--- src/rtl/mem_arbiter.sv ---
// -----------------------------------------------------------------------------
// mem_arbiter
//   Shares one single-ported memory between an instruction-fetch port (read
//   only, 32-bit result) and a data port (load/store, 64-bit). Each granted
//   request runs a fixed IDLE -> ACCESS -> WAIT (MEM_LAT cycles) -> DONE
//   sequence, so request-to-done latency is MEM_LAT+2 cycles for loads,
//   stores and fetches alike. All outputs are registered.
//
//   Build option:
//     ARB_RR_EN  defined   : round-robin on simultaneous requests, using a
//                            last-winner flag that resets to "fetch".
//                undefined : fixed priority, the data port wins ties.
//
// Parameters
//   MEM_LAT  memory read latency after the access cycle (legal 1..15)
//   AW       address width
//
// Ports
//   i_clk, i_rst_n                 clock, async active-low reset
//   i_if_req, i_if_addr            fetch request / address (held until done)
//   o_if_gnt, o_if_done, o_if_rdata fetch grant, done pulse, instruction
//   i_dm_req, i_dm_we, i_dm_addr,
//   i_dm_wdata                     data request, store flag, address, data
//   o_dm_gnt, o_dm_done, o_dm_rdata data grant, done pulse, load result
//   o_mem_en, o_mem_we, o_mem_addr,
//   o_mem_wdata                    memory strobe, write enable, address, data
//   i_mem_rdata                    memory read data (MEM_LAT after o_mem_en)
//
// States
//   ST_IDLE   | no transaction; arbitrate and latch the winner's request
//   ST_ACCESS | one-cycle memory strobe (o_mem_en, o_mem_we)
//   ST_WAIT   | count down MEM_LAT cycles, capture read data on the last one
//   ST_DONE   | one-cycle done pulse to the winner, then back to idle
// -----------------------------------------------------------------------------
module mem_arbiter #(
  parameter int MEM_LAT = 1,
  parameter int AW      = 64
) (
  input  logic          i_clk,
  input  logic          i_rst_n,
  input  logic          i_if_req,
  input  logic [AW-1:0] i_if_addr,
  output logic          o_if_gnt,
  output logic          o_if_done,
  output logic [31:0]   o_if_rdata,
  input  logic          i_dm_req,
  input  logic          i_dm_we,
  input  logic [AW-1:0] i_dm_addr,
  input  logic [63:0]   i_dm_wdata,
  output logic          o_dm_gnt,
  output logic          o_dm_done,
  output logic [63:0]   o_dm_rdata,
  output logic          o_mem_en,
  output logic          o_mem_we,
  output logic [AW-1:0] o_mem_addr,
  output logic [63:0]   o_mem_wdata,
  input  logic [63:0]   i_mem_rdata
);

  typedef enum logic [1:0] {
    ST_IDLE   = 2'd0,
    ST_ACCESS = 2'd1,
    ST_WAIT   = 2'd2,
    ST_DONE   = 2'd3
  } state_t;

  localparam logic [3:0] LP_LAT = 4'(MEM_LAT);

  state_t          r_state;
  state_t          w_state_nxt;

  logic            r_if_gnt;
  logic            r_dm_gnt;
  logic            r_if_done;
  logic            r_dm_done;
  logic            r_mem_en;
  logic            r_mem_we;
  logic [AW-1:0]   r_mem_addr;
  logic [63:0]     r_mem_wdata;
  logic [31:0]     r_if_rdata;
  logic [63:0]     r_dm_rdata;
  logic [3:0]      r_cnt;
  logic            r_win_dm;
  logic            r_op_we;

  logic            w_if_gnt_nxt;
  logic            w_dm_gnt_nxt;
  logic            w_if_done_nxt;
  logic            w_dm_done_nxt;
  logic            w_mem_en_nxt;
  logic            w_mem_we_nxt;
  logic            w_cap;
  logic            w_any_req;
  logic            w_arb;
  logic            w_pick_dm;
  logic            w_cnt_tc;

  assign w_any_req = i_if_req | i_dm_req;
  assign w_arb     = (r_state == ST_IDLE) & w_any_req;
  assign w_cnt_tc  = (r_cnt == 4'd1);

`ifdef ARB_RR_EN
  // 1 = data port won the most recent arbitration
  logic r_last_dm;

  // On a tie the port that did not win last time goes first.
  assign w_pick_dm = i_dm_req & (~i_if_req | ~r_last_dm);

  always_ff @(posedge i_clk or negedge i_rst_n) begin
    if (!i_rst_n) begin
      r_last_dm <= 1'b0;
    end else if (w_arb) begin
      r_last_dm <= w_pick_dm;
    end
  end
`else
  assign w_pick_dm = i_dm_req;
`endif

  always_ff @(posedge i_clk or negedge i_rst_n) begin
    if (!i_rst_n) begin
      r_state <= ST_IDLE;
    end else begin
      r_state <= w_state_nxt;
    end
  end

  // Next state plus the next value of every registered control output.
  always_comb begin
    w_state_nxt   = r_state;
    w_if_gnt_nxt  = r_if_gnt;
    w_dm_gnt_nxt  = r_dm_gnt;
    w_if_done_nxt = 1'b0;
    w_dm_done_nxt = 1'b0;
    w_mem_en_nxt  = 1'b0;
    w_mem_we_nxt  = 1'b0;
    w_cap         = 1'b0;
    case (r_state)
      ST_IDLE: begin
        if (w_any_req) begin
          w_state_nxt  = ST_ACCESS;
          w_if_gnt_nxt = ~w_pick_dm;
          w_dm_gnt_nxt = w_pick_dm;
          w_mem_en_nxt = 1'b1;
          // fetches never write, whatever i_dm_we happens to be
          w_mem_we_nxt = w_pick_dm & i_dm_we;
        end
      end
      ST_ACCESS: begin
        w_state_nxt = ST_WAIT;
      end
      ST_WAIT: begin
        if (w_cnt_tc) begin
          w_state_nxt   = ST_DONE;
          w_if_done_nxt = ~r_win_dm;
          w_dm_done_nxt = r_win_dm;
          w_cap         = 1'b1;
        end
      end
      ST_DONE: begin
        w_state_nxt  = ST_IDLE;
        w_if_gnt_nxt = 1'b0;
        w_dm_gnt_nxt = 1'b0;
      end
      default: begin
        w_state_nxt = ST_IDLE;
      end
    endcase
  end

  always_ff @(posedge i_clk or negedge i_rst_n) begin
    if (!i_rst_n) begin
      r_if_gnt    <= 1'b0;
      r_dm_gnt    <= 1'b0;
      r_if_done   <= 1'b0;
      r_dm_done   <= 1'b0;
      r_mem_en    <= 1'b0;
      r_mem_we    <= 1'b0;
      r_mem_addr  <= '0;
      r_mem_wdata <= '0;
      r_if_rdata  <= '0;
      r_dm_rdata  <= '0;
      r_cnt       <= '0;
      r_win_dm    <= 1'b0;
      r_op_we     <= 1'b0;
    end else begin
      r_if_gnt  <= w_if_gnt_nxt;
      r_dm_gnt  <= w_dm_gnt_nxt;
      r_if_done <= w_if_done_nxt;
      r_dm_done <= w_dm_done_nxt;
      r_mem_en  <= w_mem_en_nxt;
      r_mem_we  <= w_mem_we_nxt;

      if (w_arb) begin
        r_win_dm   <= w_pick_dm;
        r_op_we    <= w_pick_dm & i_dm_we;
        r_mem_addr <= w_pick_dm ? i_dm_addr : i_if_addr;
        if (w_pick_dm) begin
          r_mem_wdata <= i_dm_wdata;
        end
      end

      if (r_state == ST_ACCESS) begin
        r_cnt <= LP_LAT;
      end else if (r_state == ST_WAIT) begin
        r_cnt <= r_cnt - 4'd1;
      end

      // Stores leave the load result untouched.
      if (w_cap) begin
        if (!r_win_dm) begin
          r_if_rdata <= i_mem_rdata[31:0];
        end else if (!r_op_we) begin
          r_dm_rdata <= i_mem_rdata;
        end
      end
    end
  end

  assign o_if_gnt    = r_if_gnt;
  assign o_dm_gnt    = r_dm_gnt;
  assign o_if_done   = r_if_done;
  assign o_dm_done   = r_dm_done;
  assign o_mem_en    = r_mem_en;
  assign o_mem_we    = r_mem_we;
  assign o_mem_addr  = r_mem_addr;
  assign o_mem_wdata = r_mem_wdata;
  assign o_if_rdata  = r_if_rdata;
  assign o_dm_rdata  = r_dm_rdata;

endmodule
--- config.mk ---
export PLATFORM = sky130hd
export DESIGN_NAME = mem_arbiter
export DESIGN_NICKNAME = d
export VERILOG_FILES = /design/src/rtl/mem_arbiter.sv
export SDC_FILE = /design/constraint.sdc
export NUM_CORES = 1
export LEC_CHECK = 0
export CORE_AREA = 2 2 189 191
export CTS_BUF_LIST = sky130_fd_sc_hd__clkbuf_16
export DETAILED_ROUTE_END_ITERATION = 8
export DIE_AREA = 0 0 191 193
export DONT_BUFFER_PORTS = 1
export REMOVE_ABC_BUFFERS = 1
export SETUP_SLACK_MARGIN = 0.3
export SYNTH_ARGS = -nofsm -noshare
export SYNTH_HDL_FRONTEND = slang
export SYNTH_SLANG_ARGS = --single-unit
--- constraint.sdc ---
create_clock -name i_clk -period 2.1 [get_ports i_clk]
set_input_delay 0.63 -clock i_clk [delete_from_list [all_inputs] [get_ports i_clk]]
set_output_delay 0.63 -clock i_clk [all_outputs]
set_load 0.02 [all_outputs]
# --- Yosys cells after proc, flatten, opt, wreduce, memory -nomap -nowiden ---
# Cells that the tools add are included.
word_totals:
  register_bits: 238
  out_inout_bits: 230
  input_bits: 261
  word_cells: 55
op_classes:
  muxes: 20
  n_eq_ne: 6
  reduce_logical: 8
  bitwise: 6
  add_sub_neg: 1
op_table:
  columns: ["cell", "n"]
  rows:
  - ["two-way mux 64 bit", 1]
  - ["two-way mux 1 bit", 12]
  - ["two-way mux 4 bit", 2]
  - ["case mux 2 bit (4 select lines)", 1]
  - ["AND reduction 2 bit", 4]
  - ["equality test 2 bit, second input constant", 2]
  - ["equality test 4 x 1 -> 1 bit, second input constant", 1]
  - ["two-way mux 2 bit", 2]
  - ["inequality test 2 bit, second input constant", 2]
  - ["case mux 1 bit (2 select lines)", 2]
  - ["nonzero test 2 bit", 2]
  - ["subtractor 4 x 1 -> 4 bit, second input constant", 1]
  - ["inverter 1 bit", 3]
  - ["AND reduction 3 bit", 1]
  - ["AND 1 bit", 2]
  - ["equality test 2 x 1 -> 1 bit, second input constant", 1]
  - ["logical NOT 2 bit", 1]
  - ["OR 1 bit", 1]

# --- Logic depth before layout (Yosys ltp) ---
# Gate-level depths: netlist (run 1).
logic_depth:
  ltp_word: 4
  ltp_mapped: 7

# --- Worst setup path after synthesis (run 1) ---
# No wires, ideal clock.
synth_timing:
  path_type: "reg2reg"
  start: "reg r_cnt[1]"
  end: "reg r_dm_rdata[10], in the netlist o_dm_rdata[10]"
  period_less_slack_ps: 2094
  arrival_ps: 1969
  path_buffers: 2
  stages_incl_launch_ff: 8
  setup_slack_ps: 6
  path_cell_list: "dfrtp_1 -> inv_1 -> ha_1 -> or3b_1 -> buf_2 -> nor3_4 -> buf_6 -> mux2_2"
synth_between:
  elab_chain_cells: 4
synth_rtl:
  columns: ["item", "line", "source"]
  rows:
  - ["start, declared", "82", "logic [3:0] r_cnt;"]
  - ["start signal, assigned", "206", "r_cnt <= r_cnt - 4'd1;"]
  - ["equality test 4 x 1 -> 1 bit", "100", "assign w_cnt_tc = (r_cnt == 4'd1);"]
  - ["two-way mux 1 bit", "153", "if (w_cnt_tc) begin"]
  - ["two-way mux 1 bit", "138", "case (r_state)"]
  - ["AND reduction 3 bit (no line)", null, null]
  - ["end signal, assigned", "214", "r_dm_rdata <= i_mem_rdata;"]
  - ["end, declared", "81", "logic [63:0] r_dm_rdata;"]
# Every way passes these cells.
# A chain may end at the register's enable or synchronous reset.

# --- Final worst setup path (run 1) ---
layout_timing:
  start: "reg r_cnt[1]"
  end: "reg r_dm_rdata[2], in the netlist o_dm_rdata[2]"
# The elaborated chain is that of the path after synthesis.

==> impl_results.md, run 1 <==
* Status: finished, violations left
* Failing checks: hold timing
* P_leak at 5.19 nW
* Reg2reg path depth at 7
* Worst path depth at 7
* Number of global-route vias before repair at 5514
* Worst Tran Pin Value at 401 ps
* Top FF cell, synth: dfrtp_1
* H-tree Lvls at 1
* ANT nets after route at 0
* Port buffer count at 0
* Multi-input logic area at 0.00360 mm2
* EDFF count, synth at 0
* Capturing point of the worst reg2reg path: o_dm_rdata[2]
* CP Class: reg2reg
* Setup violations, final at 0
* Core area at 0.0350 mm2
* Final HPWL DP at 17.0 mm
* Number of synthesized register bits at 238
* Util after Layout at 32.5%
* CTS sink cnt at 238
* DR vias at 5352
* Setup_tns at 0 ps
* Final wirelength at 24.7 mm
* Area Growth Syn to Fin at 19.2%
* Unique cell type count in the Yosys netlist at 26
* Synth area leaders: dfrtp_1 (63%), mux2_2 (19%), mux2i_1 (6.8%), o21ai_0 (3.6%), nand2_1 (2.9%)
* Worst vdd ir at 0.000696 V
* WP data required at 2510 ps
* Hold_ws at -205 ps
* Slew Limit Fails at 0
* Worst path slowest cell: or3b_4
* Tot GR Track Use at 11.8%
* DR pass1 iterations at 4
* Slew HR at 73.2%
* CP top delay family: simple AND/OR/NAND/NOR gates
* Remaining DRCs at 0
* DRT iter0 DRCs at 137
* Async SR Flop Fraction at 100%
* CP Max Fanout at 8
* Top-area cell type share of the netlist area at 62.6%
* Critical Path AT at 2450 ps
* Syn Inst Count at 681
* Tcrit/Tclk final at 97.1%
* Routed wire per std cell at 21.0 um
* Critical path's largest stage delay at 410 ps
* Grt ovf at 0
* Initial antenna violation count at 2
* Fillers at 3441
* Cell Rows at 69
* FMAX at 490 MHz
* Die Y at 193 um
* Crit path buf inv count at 3
* Worst min path class: in2async
* Non-Filler Instances at 1176
* Vias/cell at 4.55
* Nets at 968
* Final GP Congestion at 0.791
* Synth warn at 0
* Share of layout cells above drive strength 1 at 32.0%
* First-pass GRT wire length at 33.1 mm
* Min Tclk post-route at 2040 ps
* Reg2reg start: r_cnt[1]
* Chip width at 191 um
* Synth Area per Inst at 14.0 um2
* Clk Tree Root Cell: clkbuf_16
* Area of the mapped netlist at 0.00952 mm2
* Clock transition at path regs at 60 ps
* Clock tree from TritonCTS: yes
* Pwr/cell area at 1680 mW/mm2
* Clock Latency Late Sink at 520 ps
* RSZ-0062 raised after global routing: true
* Cells after DPL at 1125
* Placed cell areas at 0.0102 mm2
* Final worst slack at 60.9 ps
* Post-synth top area cell: dfrtp_1
* Initial Util at 27.2%
* Post-synthesis sequential area ratio at 62.6%
* Final instance area at 0.0113 mm2
* Setup crit end kind: flop
* Num ports at 491
* Die area at 0.0369 mm2
* Clock buffer depth at 3
* Sequential Area at 0.00596 mm2
* FF-to-FF setup slack at 60 ps
* Largest net degree at the start of global routing at 239
* Total CTS buffers at 25
* Final hold violations at 238
* CP Cell Sequence: inv_2 -> ha_4 -> or3b_4 -> nor3_4 -> buf_12 -> clkbuf_16 -> mux2_2
* Clk_skew at 9.79 ps
* Total of max-cap violations at 0
* CP Launch Type: flop
* Pre-CTS setup slack at -13.1 ps
## report_power, final
part / switching (mW) / internal, mW / leakage [nW]
clock: 1.74 / 2.13 / 0.354
sequential: 4.34 / 6.75 / 2.94
combinational: 1.59 / 2.48 / 1.89
## timing repair
action                     4_1_cts  5_1_grt
hold endpoints to repair       238      238
setup endpoints to repair       97      112
pin swaps                        1        0
setup buffers                    3        1
gates resized for setup         48       40
gates cloned                     1        4
## placed cells by master, fill, tap and decap left out, types with 2 or more instances in the layout
cell,synthesis,layout
a21oi_1,3,2
nand2b_1,2,2
o21ai_0,68,68
buf_6,6,5
clkinv_2,0,2
dfrtp_1,238,238
clkbuf_16,0,28
nor2b_1,3,3
inv_1,6,9
buf_4,3,6
clkinv_1,0,8
nor3b_1,2,2
diode_2,0,2
mux2_4,0,62
buf_8,0,6
nor2_1,4,4
buf_12,0,10
ha_1,7,6
mux2i_1,65,65
mux2_2,161,99
nand2_1,73,72
## registers in the layout, indices dropped and copies added, names as in the netlist
| register | flops |
|---|---|
| o_dm_rdata | 64 |
| o_mem_addr | 64 |
| o_mem_wdata | 64 |
| o_if_rdata | 32 |
| r_cnt | 4 |
| r_state | 2 |
| o_dm_done | 1 |
| o_dm_gnt | 1 |
| o_if_done | 1 |
| o_if_gnt | 1 |
| o_mem_en | 1 |
| o_mem_we | 1 |
| r_op_we | 1 |
| r_win_dm | 1 |
## layout make-up
cell class | instances | share of cell area (%)
flip-flops and latches | 238 | 52.5
multi-input cells | 398 | 31.8
clock buffers | 25 | 5.51
well taps | 461 | 5.08
repair buffers | 31 | 4.36
clock inverters | 15 | 0.562
inverters | 6 | 0.198
diodes | 2 | 0.0441
## how the worst max path moves through the flow
stage,start,to,slack (ps)
after global routing,r_cnt[1],o_dm_rdata[2],10
after floorplan,i_dm_req,o_mem_addr[0],-2880
after detailed placement,r_cnt[1],o_dm_rdata[37],-10
after global placement,r_cnt[1],o_dm_rdata[32],20
after CTS,r_cnt[1],o_dm_rdata[47],80
final,r_cnt[1],o_dm_rdata[2],60
## cell families (layout without fill, tap and decap cells)
logic type	count (synthesis)	in the layout	synth area share, %
multiplexers	226	226	25.9
flip-flops	238	238	62.6
adder cells (fa/ha/maj)	7	7	0.920
other	0	2	0
AND/OR/NAND/NOR	89	89	4.04
buffers and inverters	45	77	2.47
AO/OA/AOI/OAI	76	76	4.13
## Yosys cell counts, types with 2 or more instances
cell / number
a21oi_1: 3
buf_2: 8
buf_4: 3
buf_6: 6
clkbuf_1: 22
dfrtp_1: 238
ha_1: 7
inv_1: 6
mux2_2: 161
mux2i_1: 65
nand2_1: 73
nand2b_1: 2
nor2_1: 4
nor2b_1: 3
nor3b_1: 2
o21ai_0: 68
## routing by layer
metal  up-vias  part of all wire (%)  GRT usage (%)
met2       300                    51           21.7
met5         -                     0              0
li1       2395                     -              -
met1      2626                    36           12.2
met3        31                    10           4.13
met4         0                   2.4           4.59
## stage by stage
stage,hold WS [ps],power (mW)
after floorplan,334,13.3
after global placement,340,14.6
after detailed placement,340,14.8
after CTS,-233,19.0
after global routing,-234,20.1
final,-205,19.0
(Power assumes the default switching activity.)
==> run 2: changes to the inputs <==
--- a/config.mk
+++ b/config.mk
@@ -6,7 +6,7 @@
 export NUM_CORES = 1
 export LEC_CHECK = 0
 export CORE_AREA = 2 2 189 191
-export CTS_BUF_LIST = sky130_fd_sc_hd__clkbuf_16
+export CTS_CLUSTER_DIAMETER = 40
 export DETAILED_ROUTE_END_ITERATION = 8
 export DIE_AREA = 0 0 191 193
 export DONT_BUFFER_PORTS = 1
==> run 2 against run 1 <==
Core utilization up 1.2 points. Sequential power about the same. Worst setup slack better by 26 ps. Hold slack improved by 23 ps. Largest power group unchanged. Sequential share of layout area fell by 1.9 points. Flip-flop and latch count stayed put. Fmax up 1.3%. Register-to-register slack gained 30 ps. Via count increased by 0.88%. Clock power up 59%. Count of clock-buffer cells in the layout is 20 higher. Critical path depth up 1. The run still ends with hold timing left. Critical path type unchanged.
==> impl_results.md, run 2 (synthesized netlist as in run 1, its figures left out) <==
* Status: finished, violations left (unchanged)
* Failing checks: hold timing (unchanged)
* Final instance area at 0.0118 mm2 (was 0.0113 mm2)
* Initial antenna violation count at 2 (unchanged)
* Vias/cell at 4.51 (was 4.55)
* Worst vdd ir at 0.000747 V (was 0.000696 V)
* Slew HR at 66.0% (was 73.2%)
* Clock transition at path regs at 50 ps (was 60 ps)
* Worst path slowest cell: or3b_4 (unchanged)
* First-pass GRT wire length at 33.3 mm (was 33.1 mm)
* Clk_skew at 14.6 ps (was 9.79 ps)
* Final wirelength at 24.1 mm (was 24.7 mm)
* Nets at 975 (was 968)
* Grt ovf at 0 (unchanged)
* Clock buffer depth at 3 (unchanged)
* Num ports at 491 (unchanged)
* DR pass1 iterations at 4 (unchanged)
* Tot GR Track Use at 11.9% (was 11.8%)
* Total CTS buffers at 36 (was 25)
* FMAX at 497 MHz (was 490 MHz)
* Most frequent cells in the layout: dfrtp_1 (238), mux2_2 (118), nand2_1 (72) (was dfrtp_1 (238), mux2_2 (99), nand2_1 (72))
* CP Class: reg2reg (unchanged)
* Total of max-cap violations at 0 (unchanged)
* CTS sink cnt at 238 (unchanged)
* H-tree Lvls at 2 (was 1)
* Pwr/cell area at 1800 mW/mm2 (was 1680 mW/mm2)
* Share of layout cells above drive strength 1 at 35.1% (was 32.0%)
* Tcrit/Tclk final at 95.9% (was 97.1%)
* Worst min path class: in2async (unchanged)
* CP Cell Sequence: inv_2 -> ha_4 -> or3b_4 -> nor3_4 -> buf_6 -> buf_16 -> buf_6 -> mux2_4 (was inv_2 -> ha_4 -> or3b_4 -> nor3_4 -> buf_12 -> clkbuf_16 -> mux2_2)
* DRT iter0 DRCs at 137 (unchanged)
* Setup violations, final at 0 (unchanged)
* Critical Path AT at 2410 ps (was 2450 ps)
* Hold_ws at -182 ps (was -205 ps)
* Worst Tran Pin Value at 509 ps (was 401 ps)
* RSZ-0062 raised after global routing: true (unchanged)
* Remaining DRCs at 0 (unchanged)
* Final GP Congestion at 0.791 (unchanged)
* Final worst slack at 86.7 ps (was 60.9 ps)
* Setup crit end kind: flop (unchanged)
* Critical path's largest stage delay at 410 ps (about the same)
* Clock tree from TritonCTS: yes (unchanged)
* CP Launch Type: flop (unchanged)
* Die Y at 193 um (unchanged)
* Min Tclk post-route at 2010 ps (was 2040 ps)
* WP data required at 2490 ps (was 2510 ps)
* Final hold violations at 238 (unchanged)
* Routed wire per std cell at 20.2 um (was 21.0 um)
* P_leak at 5.36 nW (was 5.19 nW)
* Number of global-route vias before repair at 5580 (was 5514)
* Die area at 0.0369 mm2 (unchanged)
* Placed cell areas at 0.0102 mm2 (unchanged)
* Cell Rows at 69 (unchanged)
* Area Growth Syn to Fin at 23.6% (was 19.2%)
* Setup_tns at 0 ps (unchanged)
* CP Max Fanout at 7 (was 8)
* Pre-CTS setup slack at -13.1 ps (unchanged)
* ANT nets after route at 0 (unchanged)
* DR vias at 5399 (was 5352)
* Chip width at 191 um (unchanged)
* Most common cell after layout, fill and taps aside: dfrtp_1 (unchanged)
* Initial Util at 27.2% (unchanged)
* Largest net degree at the start of global routing at 239 (unchanged)
* Most common cell on crit path: buf_6
* Final HPWL DP at 17.0 mm (unchanged)
* Clk Tree Root Cell: clkbuf_16 (unchanged)
* Slew Limit Fails at 0 (unchanged)
* Non-Filler Instances at 1196 (was 1176)
* Clock Latency Late Sink at 510 ps (was 520 ps)
* Port buffer count at 0 (unchanged)
* Core area at 0.0350 mm2 (unchanged)
* Cells after DPL at 1125 (unchanged)
## run 2: cell types whose count changed in the layout (fill, tap and decap cells not counted), moves of 4 or more
cell | previous run | this run
clkinv_1 | 8 | 0
clkbuf_1 | 0 | 4
mux2_4 | 62 | 43
inv_1 | 9 | 5
bufinv_16 | 0 | 4
mux2_2 | 99 | 118
clkbuf_16 | 28 | 39
## run 2: area by class of cell
type	instances	area [um2]
fillers	3408	23200
flip-flops and latches	238	5960
multi-input cells	398	3540
clock buffers	45	1010
well taps	461	577
repair buffers	27	409
clock inverters	19	250
inverters	6	22.5
diodes	2	5.00
## run 2: final timing paths
path,from,cells past startpoint,end,slack (ps)
max reg2reg,r_cnt[1],8,o_dm_rdata[0],90
min reg2reg,r_cnt[2],1,r_cnt[2],520
min in group i_clk,i_dm_wdata[41],1,o_mem_wdata[41],260
max,r_cnt[1],8,o_dm_rdata[0],90
max in group asynchronous,i_rst_n,0,o_mem_addr[37],1840
min,i_rst_n,0,o_dm_rdata[49],-180
## run 2: power breakdown
group          switching, mW  internal (mW)  total, mW
Combinational           1.56           2.36       3.92
Sequential              4.32           6.76       11.1
Clock                   2.21           3.95       6.16
Total                   8.09           13.1       21.2
## run 2: worst max-delay path, delay by kind of cell, from the launching register on
kind | cells | cell delay (ps)
simple gates | 2 | 610
mux | 1 | 300
fa+ha+maj | 1 | 120
buf+inv | 4 | 500
flops | 1 | 390
## run 2: metal layers
layer,global-route usage (%),vias to the layer above,routed length [um]
met4,5.61,0,742
met2,21.5,319,12500
li1,-,2422,-
met3,4.94,43,2640
met1,12.0,2615,8270
met5,0,-,0
## run 2: timing repair
item                       CTS  global route
pin swaps                    1             0
buffers inserted             3             0
cloned                       1             1
hold endpoints to repair   238           238
setup endpoints to repair   97            97
resized for setup           47            19
## run 2: per-stage QoR
| stage | hold WS [ps] | power (mW) | util (%) |
|---|---|---|---|
| global route | -221 | 22.3 | 33.6 |
| detailed placement | 340 | 14.8 | 29.1 |
| finish | -182 | 21.2 | 33.6 |
| CTS | -217 | 21.3 | 33.3 |
| floorplan | 334 | 13.3 | - |
| global placement | 340 | 14.6 | 29.1 |
==> run 3: changes to the inputs <==
--- a/config.mk
+++ b/config.mk
@@ -12,6 +12,7 @@
 export DONT_BUFFER_PORTS = 1
 export REMOVE_ABC_BUFFERS = 1
 export SETUP_SLACK_MARGIN = 0.3
+export SLEW_MARGIN = 10
 export SYNTH_ARGS = -nofsm -noshare
 export SYNTH_HDL_FRONTEND = slang
 export SYNTH_SLANG_ARGS = --single-unit
==> results of run 3 <==
No change in the layout: final DEF, timing and power equal those of run 2.
